$ cat src/rtl/mem_arbiter.sv
// Arbitrates an instruction-fetch port and a data port onto a single downstream memory port.
// Latency: grant in the request cycle, downstream request on the next cycle, read data passed through combinationally.
// Backpressure: one transaction in flight; req_ready stays low until the FSM is back in IDLE, response ready passes straight through.
module mem_arbiter #(
  parameter int DATA_PRIO = 1
) (
  input  logic        clk,
  input  logic        rst,
  // instruction side
  input  logic [31:0] inst_addr,
  input  logic        inst_req_valid,
  output logic        inst_req_ready,
  output logic [31:0] inst_rdata,
  output logic        inst_valid,
  input  logic        inst_ready,
  // data side
  input  logic [31:0] data_addr,
  input  logic        data_wen,
  input  logic        data_ren,
  input  logic [31:0] data_wdata,
  input  logic [3:0]  data_wstrb,
  output logic        data_req_ready,
  output logic [31:0] data_rdata,
  output logic        data_rvalid,
  input  logic        data_rready,
  // downstream memory
  output logic [31:0] mem_addr,
  output logic        mem_wen,
  output logic        mem_ren,
  output logic [31:0] mem_wdata,
  output logic [3:0]  mem_wstrb,
  input  logic        mem_req_ready,
  input  logic [31:0] mem_rdata,
  input  logic        mem_rvalid,
  output logic        mem_rready,
  // statistics
  output logic [31:0] conflict_cnt
);

  localparam logic PRIO_DATA = (DATA_PRIO != 0);

  typedef enum logic [1:0] {
    IDLE   = 2'd0,
    ISSUE  = 2'd1,
    WAIT_R = 2'd2
  } state_t;

  state_t      state_q, state_d;
  logic        owner_q, owner_d;   // 1 = data side owns the transaction
  logic        last_q, last_d;     // 1 = data side won the most recent grant
  logic        wr_q, wr_d;
  logic [31:0] addr_q, addr_d;
  logic [31:0] wdata_q, wdata_d;
  logic [3:0]  wstrb_q, wstrb_d;
  logic [31:0] cnt_q, cnt_d;

  logic inst_v, data_v, conflict, grant_data, rsp_rdy;

  // Request decode and winner selection; a lone requester always wins.
  always_comb begin
    inst_v     = inst_req_valid;
    data_v     = data_wen | data_ren;
    conflict   = inst_v & data_v;
    grant_data = data_v & (~inst_v | PRIO_DATA | ~last_q);
  end

  // Next-state logic and all outputs; outputs default low so reset and idle states are quiet.
  always_comb begin
    state_d        = state_q;
    owner_d        = owner_q;
    last_d         = last_q;
    wr_d           = wr_q;
    addr_d         = addr_q;
    wdata_d        = wdata_q;
    wstrb_d        = wstrb_q;
    cnt_d          = cnt_q;
    rsp_rdy        = 1'b0;
    inst_req_ready = 1'b0;
    data_req_ready = 1'b0;
    inst_rdata     = 32'h0;
    inst_valid     = 1'b0;
    data_rdata     = 32'h0;
    data_rvalid    = 1'b0;
    mem_addr       = 32'h0;
    mem_wen        = 1'b0;
    mem_ren        = 1'b0;
    mem_wdata      = 32'h0;
    mem_wstrb      = 4'h0;
    mem_rready     = 1'b0;

    case (state_q)
      IDLE: begin
        // rst gates the grant so req_ready reads 0 while reset is held
        if (rst && (inst_v || data_v)) begin
          state_d = ISSUE;
          owner_d = grant_data;
          last_d  = grant_data;
          if (grant_data) begin
            data_req_ready = 1'b1;
            addr_d         = data_addr;
            wr_d           = data_wen;  // wen wins when both wen and ren are set
            wdata_d        = data_wen ? data_wdata : 32'h0;
            wstrb_d        = data_wen ? data_wstrb : 4'h0;
          end else begin
            inst_req_ready = 1'b1;
            addr_d         = inst_addr;
            wr_d           = 1'b0;
            wdata_d        = 32'h0;
            wstrb_d        = 4'h0;
          end
          if (conflict && (cnt_q != 32'hFFFF_FFFF)) begin
            cnt_d = cnt_q + 32'd1;
          end
        end
      end

      ISSUE: begin
        mem_addr  = addr_q;
        mem_wen   = wr_q;
        mem_ren   = ~wr_q;
        mem_wdata = wdata_q;
        mem_wstrb = wstrb_q;
        if (mem_req_ready) begin
          state_d = wr_q ? IDLE : WAIT_R;
        end
      end

      WAIT_R: begin
        rsp_rdy = owner_q ? data_rready : inst_ready;
        mem_rready = rsp_rdy;
        if (owner_q) begin
          data_rdata  = mem_rdata;
          data_rvalid = mem_rvalid;
        end else begin
          inst_rdata  = mem_rdata;
          inst_valid  = mem_rvalid;
        end
        if (mem_rvalid && rsp_rdy) begin
          state_d = IDLE;
        end
      end

      default: begin
        state_d = IDLE;
      end
    endcase
  end

  // State and latched transaction registers; reset drops any transaction in flight.
  always_ff @(posedge clk or negedge rst) begin
    if (!rst) begin
      state_q <= IDLE;
      owner_q <= 1'b0;
      last_q  <= 1'b1;  // pretend data won last so inst goes first
      wr_q    <= 1'b0;
      addr_q  <= 32'h0;
      wdata_q <= 32'h0;
      wstrb_q <= 4'h0;
      cnt_q   <= 32'h0;
    end else begin
      state_q <= state_d;
      owner_q <= owner_d;
      last_q  <= last_d;
      wr_q    <= wr_d;
      addr_q  <= addr_d;
      wdata_q <= wdata_d;
      wstrb_q <= wstrb_d;
      cnt_q   <= cnt_d;
    end
  end

  assign conflict_cnt = cnt_q;

endmodule

$ cat config.mk
export PLATFORM = sky130hd
export DESIGN_NAME = mem_arbiter
export DESIGN_NICKNAME = d
export VERILOG_FILES = /design/src/rtl/mem_arbiter.sv
export SDC_FILE = /design/constraint.sdc
export NUM_CORES = 1
export LEC_CHECK = 0
export BUFFER_PORTS_ARGS = -buffer_cell sky130_fd_sc_hd__clkbuf_2
export CAP_MARGIN = 15
export CORE_UTILIZATION = 30
export CTS_BUF_LIST = sky130_fd_sc_hd__clkbuf_8
export DETAILED_ROUTE_END_ITERATION = 8
export GPL_TIMING_DRIVEN = 0
export SYNTH_ARGS = -nofsm -noshare
export SYNTH_HDL_FRONTEND = slang
export SYNTH_SLANG_ARGS = --single-unit
export TNS_END_PERCENT = 50
$ cat constraint.sdc
create_clock -name clk -period 5.2 [get_ports clk]
set_clock_uncertainty 0.2 [all_clocks]
set_input_delay 1.04 -clock clk [delete_from_list [all_inputs] [get_ports clk]]
set_output_delay 1.04 -clock clk [all_outputs]
set_load 0.05 [all_outputs]
==> run summary, run 1 <==
largest area contributor in the netlist: dfrtp_1
row cnt: 49
GRT Residual Overflow: 0
Sum Neg Setup Slack: 0 ns
hold_ws: 0.264 ns
area delta synth->final: 37.2%
ys async rst share: 100%
Mean Syn Cell Area: 8.94 um^2
vias in the first global route: 4875
Final Hold Vio Count: 0
final setup fails: 0
R2R cell count: 6
post-synthesis sequential area ratio: 47.1%
layout cell share with drive strength beyond 1: 35.7%
Max Cap Viol: 0
DP HPWL: 14300 um
Highest Clock Rate: 213 MHz
antenna-violating nets left: 0
TritonRoute pass-1 iters: 7
crit end category: primary output
Core Area: 18000 um^2
Placed Instances: 1158
DR top layer: met4
reg2reg end: conflict_cnt[13]
DRT iter0 DRCs: 233
CTS tree: yes
worst vdd ir: 0.266 mV
worst-skew pair later-pin latency: 0.37 ns
met2 routed WL: 9530 um
Clk pin slew, worst setup/hold paths: 0.10 ns
Post-synth top cells: and2_1 (135), nand2_1 (119), dfrtp_1 (104)
worst r2r src: conflict_cnt[20]
DRC Markers: 0
CP arrival: 3.47 ns
Final Max Slew Viols: 0
met3 wire length: 1240 um
Vias: 5426
gr usage total: 18.3%
Pwr Density: 498 nW/um^2
Synth Warn #: 0
I/O pin count: 312
clock buffer depth: 2
# hold bufs at CTS: 0
Req. time, crit path: 3.96 ns
Tcrit/Tclk final: 90.5%
Chip Height: 138 um
CP Launch Point: rst
drt wl/cell: 15.2 um
Synth Instances: 618
initial antenna violation count: 1
path type of the worst min-delay path: flop to flop
Critical Path Start Type: input port
Final Non-Filler Cells: 1175
vias per std cell: 4.62
outcome: finished clean
Max transition margin: 32.2%
Worst-Margin Slew: 1.01 ns
Most used DFF post-synth: dfrtp_1
nets: 1082
Final GP Congestion: 0.818
syn_nets: 760
final wirelength: 17900 um
post-synth cell types: 35
RSZ-0062 raised after global routing: false
IO buf count: 311
critical path peak fanout: 105
Initial Util: 30.7%
Final Critical Period: 4.71 ns
area share of the largest cell type after synthesis: 47.1%
synthesized area: 5530 um^2
metal1 wirelength: 6780 um
CTS Buf Count: 9
htree depth: 3
EDFF count, synth: 0
first-pass GRT wire length: 26000 um
flop and latch count out of synthesis: 104
largest net degree at the start of global routing: 106
fillers: 1861
CP Class: input port to primary output
LEAKAGE: 4.07 nW
reg-to-reg setup timing slack: 2.41 ns
die area: 19000 um^2
Area contributors post-synth: dfrtp_1 (47%), and2_1 (15%), nand2_1 (8.1%)
Die Width: 138 um
clock sink count: 104
crit path to: data_req_ready
Post CTS Setup Buffer Count: 0
root buf cell: clkbuf_8
count leader, synth: and2_1
==> power breakdown <==
part	total [mW]	switching [mW]	internal [mW]
Clock	0.502	0.283	0.219
Combinational	2.05	1.55	0.496
Sequential	1.23	0.148	1.08
==> sequential cells by signal, summed over array words and instances (netlist names) <==
register and count:
wr_q 1, owner_q 1, addr_q 32, conflict_cnt 32, wstrb_q 4, state_q 2
wdata_q 32
==> logic make-up (layout without fill, tap and decap cells) <==
| logic type | after synthesis | in the layout | share of synthesized area, % |
|---|---|---|---|
| and+or+nand+nor | 364 | 364 | 34.5 |
| xor gates and xnor gates | 29 | 29 | 4.60 |
| AOI/OAI and AO/OA | 42 | 42 | 4.14 |
| adders and majority gates | 1 | 1 | 0.226 |
| other | 0 | 1 | 0 |
| muxes | 36 | 36 | 6.57 |
| DFF | 104 | 104 | 47.1 |
| buffers and inverters | 42 | 369 | 2.90 |
==> cells in the final DEF, fill, tap and decap left out, types with 2 or more instances in the layout <==
master	count
nor4_1	6
mux2_2	2
buf_2	2
clkbuf_1	33
nor3_1	2
o21ai_0	33
clkbuf_2	310
mux2i_1	34
nor2b_1	2
clkbuf_8	9
dfrtp_1	104
nand3_1	48
a21oi_1	3
inv_1	6
nor2_1	16
a31oi_1	2
xnor2_1	23
nand2_1	119
and4_1	4
clkinvlp_4	2
and2_1	135
clkinv_2	3
nand2b_1	3
xor2_1	6
buf_1	2
and3_1	4
nand4_1	18
==> what timing repair did <==
item                                    in CTS  in global routing
resized for setup                            1                  2
gates cloned                                 0                  0
endpoints found under the setup margin       2                  2
==> critical path, cell delays in order <==
cell	delay (ns)
buf_12	0.40
nor3b_2	0.51
o21ai_1	0.29
clkbuf_1	0.33
clkbuf_1	0.37
nor2_1	0.16
clkbuf_2	0.29
==> worst min-delay path by stage <==
stage                 from          end  slack (ns)  cells after the start
2_1_floorplan   wdata_q[0]   wdata_q[0]        0.23                      2
3_3_place_gp   wdata_q[20]  wdata_q[20]        0.24                      2
3_5_place_dp   wdata_q[22]  wdata_q[22]        0.25                      2
4_1_cts        wdata_q[13]  wdata_q[13]        0.27                      2
5_1_grt         wdata_q[6]   wdata_q[6]        0.29                      2
6_report       wdata_q[22]  wdata_q[22]        0.26                      2
==> metrics by stage <==
stage               utilization (%)  total power [mW]  setup WS (ns)  cell area (um^2)
floorplan                         -              2.74           1.30              5530
global placement               40.9              3.30          -1.67              7370
detailed placement             40.9              3.32         -0.265              7380
CTS                            42.0              3.83         0.0684              7570
global route                   42.1              4.03         0.0994              7580
finish                         42.1              3.78          0.495              7580
==> layer usage <==
layer,track usage (%),up-vias
met3,4.75,22
met2,34.1,206
met1,20.2,2514
met4,5.56,0
met5,0,-
li1,-,2684
==> final cells by class <==
| cell class | instances | area [um^2] | area share (%) |
|---|---|---|---|
| inverters | 5 | 18.8 | 0.248 |
| well taps | 229 | 287 | 3.78 |
| plain buffers | 37 | 141 | 1.87 |
| diodes | 1 | 2.50 | 0.0330 |
| repair buffers | 311 | 1570 | 20.7 |
| clock buffers | 9 | 124 | 1.63 |
| clock inverters | 7 | 63.8 | 0.842 |
| flip-flops and latches | 104 | 2600 | 34.3 |
| multi-input cells | 472 | 2770 | 36.5 |
(Power assumes the default switching activity.)
==> run 2: changes to the inputs <==
--- a/config.mk
+++ b/config.mk
@@ -5,6 +5,7 @@
 export SDC_FILE = /design/constraint.sdc
 export NUM_CORES = 1
 export LEC_CHECK = 0
+export ABC_AREA = 1
 export BUFFER_PORTS_ARGS = -buffer_cell sky130_fd_sc_hd__clkbuf_2
 export CAP_MARGIN = 15
 export CORE_UTILIZATION = 30
==> run 2 against run 1 <==
  * Largest cell class unchanged
  * Fmax rose by 5.5%
  * Critical path type unchanged
  * Synthesized cell count up 43%
  * Largest power group unchanged
  * Total power is 0.99% lower
  * Worst setup slack better by 0.25 ns
  * Routed wire length up 13%
  * Sequential share of layout area down 2.2 points
  * Synthesized area rose by 8.6%
  * Die area rose by 8.5%
  * Critical path depth is 1 lower
  * Register-to-register slack better by 0.75 ns
  * Critical endpoint is now inst_req_ready
  * Hold slack better by 0.081 ns
  * Utilization fell by 0.52 points
==> run summary, run 2 <==
crit end category: primary output
CP Launch Point: rst
I/O pin count: 312 (unchanged)
area delta synth->final: 35.2%
Post-synth top cells: nand2_1 (245), nor2_1 (191), inv_1 (132)
antenna-violating nets left: 0 (unchanged)
crit path to: inst_req_ready
most common cell after layout, fill and taps aside: clkbuf_2
vias in the first global route: 6071 (+25%)
placed cell area: 7900 um^2 (+7.0%)
flop and latch count out of synthesis: 104 (unchanged)
commonest non-fill, non-tap cells in the layout: clkbuf_2 (310), nand2_1 (245), nor2_1 (191), inv_1 (132), dfrtp_1 (104)
path type of the worst min-delay path: flop to flop
Final Max Slew Viols: 0 (unchanged)
setup slack after layout: 0.742 ns (+0.247 ns)
worst vdd ir: 0.250 mV (-5.9%)
# diodes: 0 (-1)
area share of the largest cell type after synthesis: 43.4% (-3.7 points)
RSZ-0062 raised after global routing: false
slowest stage delay, CP: 0.62 ns (+0.11 ns)
die area: 20600 um^2 (+8.5%)
EDFF count, synth: 0 (unchanged)
CP max-delay cell: clkbuf_8
gr usage total: 19.8% (+1.5 points)
Max Cap Viol: 0 (unchanged)
reg-to-reg setup timing slack: 3.16 ns (+0.75 ns)
LEAKAGE: 4.46 nW (+9.6%)
Req. time, crit path: 3.96 ns (about the same)
Critical Path Start Type: input port
Synth Instances: 883 (+43%)
CTS tree: yes
critical path peak fanout: 106 (+0.95%)
Sum Neg Setup Slack: 0 ns (unchanged)
drt wl/cell: 13.7 um (-9.8%)
Post CTS Setup Buffer Count: 0 (unchanged)
outcome: finished clean
Area contributors post-synth: dfrtp_1 (43%), nand2_1 (15%), nor2_1 (12%)
Initial Util: 30.7% (+0.071 points)
row cnt: 51 (+4.1%)
DRC Markers: 0 (unchanged)
first-pass GRT wire length: 31400 um (+21%)
R2R cell count: 11 (+5)
htree depth: 3 (unchanged)
syn_nets: 1025 (+35%)
Placement Setup Slack: 0.638 ns (+0.903 ns)
CTS Buf Count: 9 (unchanged)
synthesized area: 6000 um^2 (+8.6%)
reg2reg end: conflict_cnt[13]
Max transition margin: 42.6% (+10 points)
CP arrival: 3.22 ns (-0.25 ns)
Final GP Congestion: 0.923 (+13%)
Final Non-Filler Cells: 1475 (+26%)
Pwr Density: 461 nW/um^2 (-7.5%)
Tcrit/Tclk final: 85.7% (-4.7 points)
Placed Instances: 1459 (+26%)
post-synth cell types: 30 (-14%)
clock buffer depth: 2 (unchanged)
Mean Syn Cell Area: 6.80 um^2 (-24%)
Die Width: 143 um (+4.1%)
DRT iter0 DRCs: 269 (+15%)
count leader, synth: nand2_1
Final Critical Period: 4.46 ns (-0.247 ns)
clock sink count: 104 (unchanged)
# hold bufs at CTS: 0 (unchanged)
initial antenna violation count: 0 (-1)
Worst-Margin Slew: 0.861 ns (-0.146 ns)
DP HPWL: 16100 um (+13%)
TritonRoute pass-1 iters: 5 (-2)
post-synthesis sequential area ratio: 43.4% (-3.7 points)
critical-path cell list: clkbuf_8 > a21boi_1 > nand2_1 > nor2_2 > buf_2 > clkbuf_2
worst r2r src: conflict_cnt[0]
Final Cell Area: 8110 um^2 (+7.0%)
nets: 1347 (+24%)
Most used DFF post-synth: dfrtp_1
layout cell share with drive strength beyond 1: 29.4% (-6.2 points)
Highest Clock Rate: 224 MHz (+5.5%)
GRT Residual Overflow: 0 (unchanged)
Core Area: 19500 um^2 (+8.3%)
Vias: 6453 (+19%)
largest area contributor in the netlist: dfrtp_1
post-CTS sizing: 0 (-1)
final setup fails: 0 (unchanged)
root buf cell: clkbuf_8
Clk pin slew, worst setup/hold paths: 0.11 ns (about the same)
Final Hold Vio Count: 0 (unchanged)
largest net degree at the start of global routing: 107 (+0.94%)
final wirelength: 20200 um (+13%)
ys async rst share: 100% (unchanged)
worst-skew pair later-pin latency: 0.38 ns (about the same)
Chip Height: 143 um (+4.1%)
Synth Warn #: 0 (unchanged)
CP Class: input port to primary output
vias per std cell: 4.37 (-5.3%)
IO buf count: 311 (unchanged)
Util after Layout: 41.5% (-0.52 points)
run 2: changes by cell type in the layout (fill, tap and decap cells not counted), sizes merged, moves of 6 or more:
cell	delta
nor2	+180
and2	-135
inv	+134
nand2	+130
mux2i	-33
o211ai	+32
xnor2	-18
nand4	-13
buf	+12
clkbuf	-9
o21ai	+9
nand3	+7
nor4	-6
run 2: critical path, delay by kind of cell:
kind | cells | cell delay (ns)
AO/OA/AOI/OAI | 1 | 0.30
buffers and inverters | 3 | 1.29
AND/OR/NAND/NOR | 2 | 0.49
run 2: cell type report:
| type | instances | area (um^2) |
|---|---|---|
| inverter | 137 | 517 |
| multi-input combinational | 603 | 2680 |
| fill | 2124 | 11400 |
| buffer | 39 | 199 |
| timing repair buffer | 311 | 1570 |
| tap | 265 | 332 |
| sequential | 104 | 2600 |
| clock buffer | 10 | 138 |
| clock inverter | 6 | 75.1 |
run 2: report_power, final:
| group | switching, mW | internal [mW] | total, mW | leakage (nW) |
|---|---|---|---|---|
| registers | 0.100 | 1.08 | 1.18 | 1.36 |
| logic | 1.54 | 0.452 | 1.99 | 2.99 |
| clock network | 0.320 | 0.245 | 0.565 | 0.111 |
| total | 1.96 | 1.78 | 3.74 | 4.46 |
run 2: metal layers:
layer	up-vias	part of all wire (%)	GRT usage [%]
li1	3330	-	-
met1	2888	44	26.0
met2	214	47	32.1
met4	0	1.6	6.77
met5	-	0	0
met3	21	7.1	4.47
run 2: cell families (layout without fill, tap and decap cells):
kind of cell / Yosys count / after routing / synth area share, %
buf+inv: 176 / 503 / 11.9
xor+xnor: 14 / 14 / 2.04
mux: 1 / 1 / 0.167
compound gates: 79 / 79 / 7.99
simple gates: 508 / 508 / 34.3
fa+ha+maj: 1 / 1 / 0.208
flops: 104 / 104 / 43.4
run 2: how the worst min path moves through the flow:
stage / slack, ns / cells past startpoint / endpoint / from
after detailed placement: 0.32 / 2 / wdata_q[6] / wdata_q[6]
after global placement: 0.30 / 2 / wdata_q[7] / wdata_q[7]
final: 0.34 / 2 / wdata_q[6] / wdata_q[6]
after floorplan: 0.29 / 2 / wdata_q[6] / wdata_q[6]
after CTS: 0.34 / 2 / wdata_q[6] / wdata_q[6]
after global routing: 0.36 / 2 / wdata_q[6] / wdata_q[6]
run 2: stage by stage:
stage | hold slack, ns | total power, mW
after detailed placement | 0.318 | 3.21
after global routing | 0.358 | 3.98
final | 0.344 | 3.74
after global placement | 0.303 | 3.19
after CTS | 0.342 | 3.77
after floorplan | 0.287 | 2.66
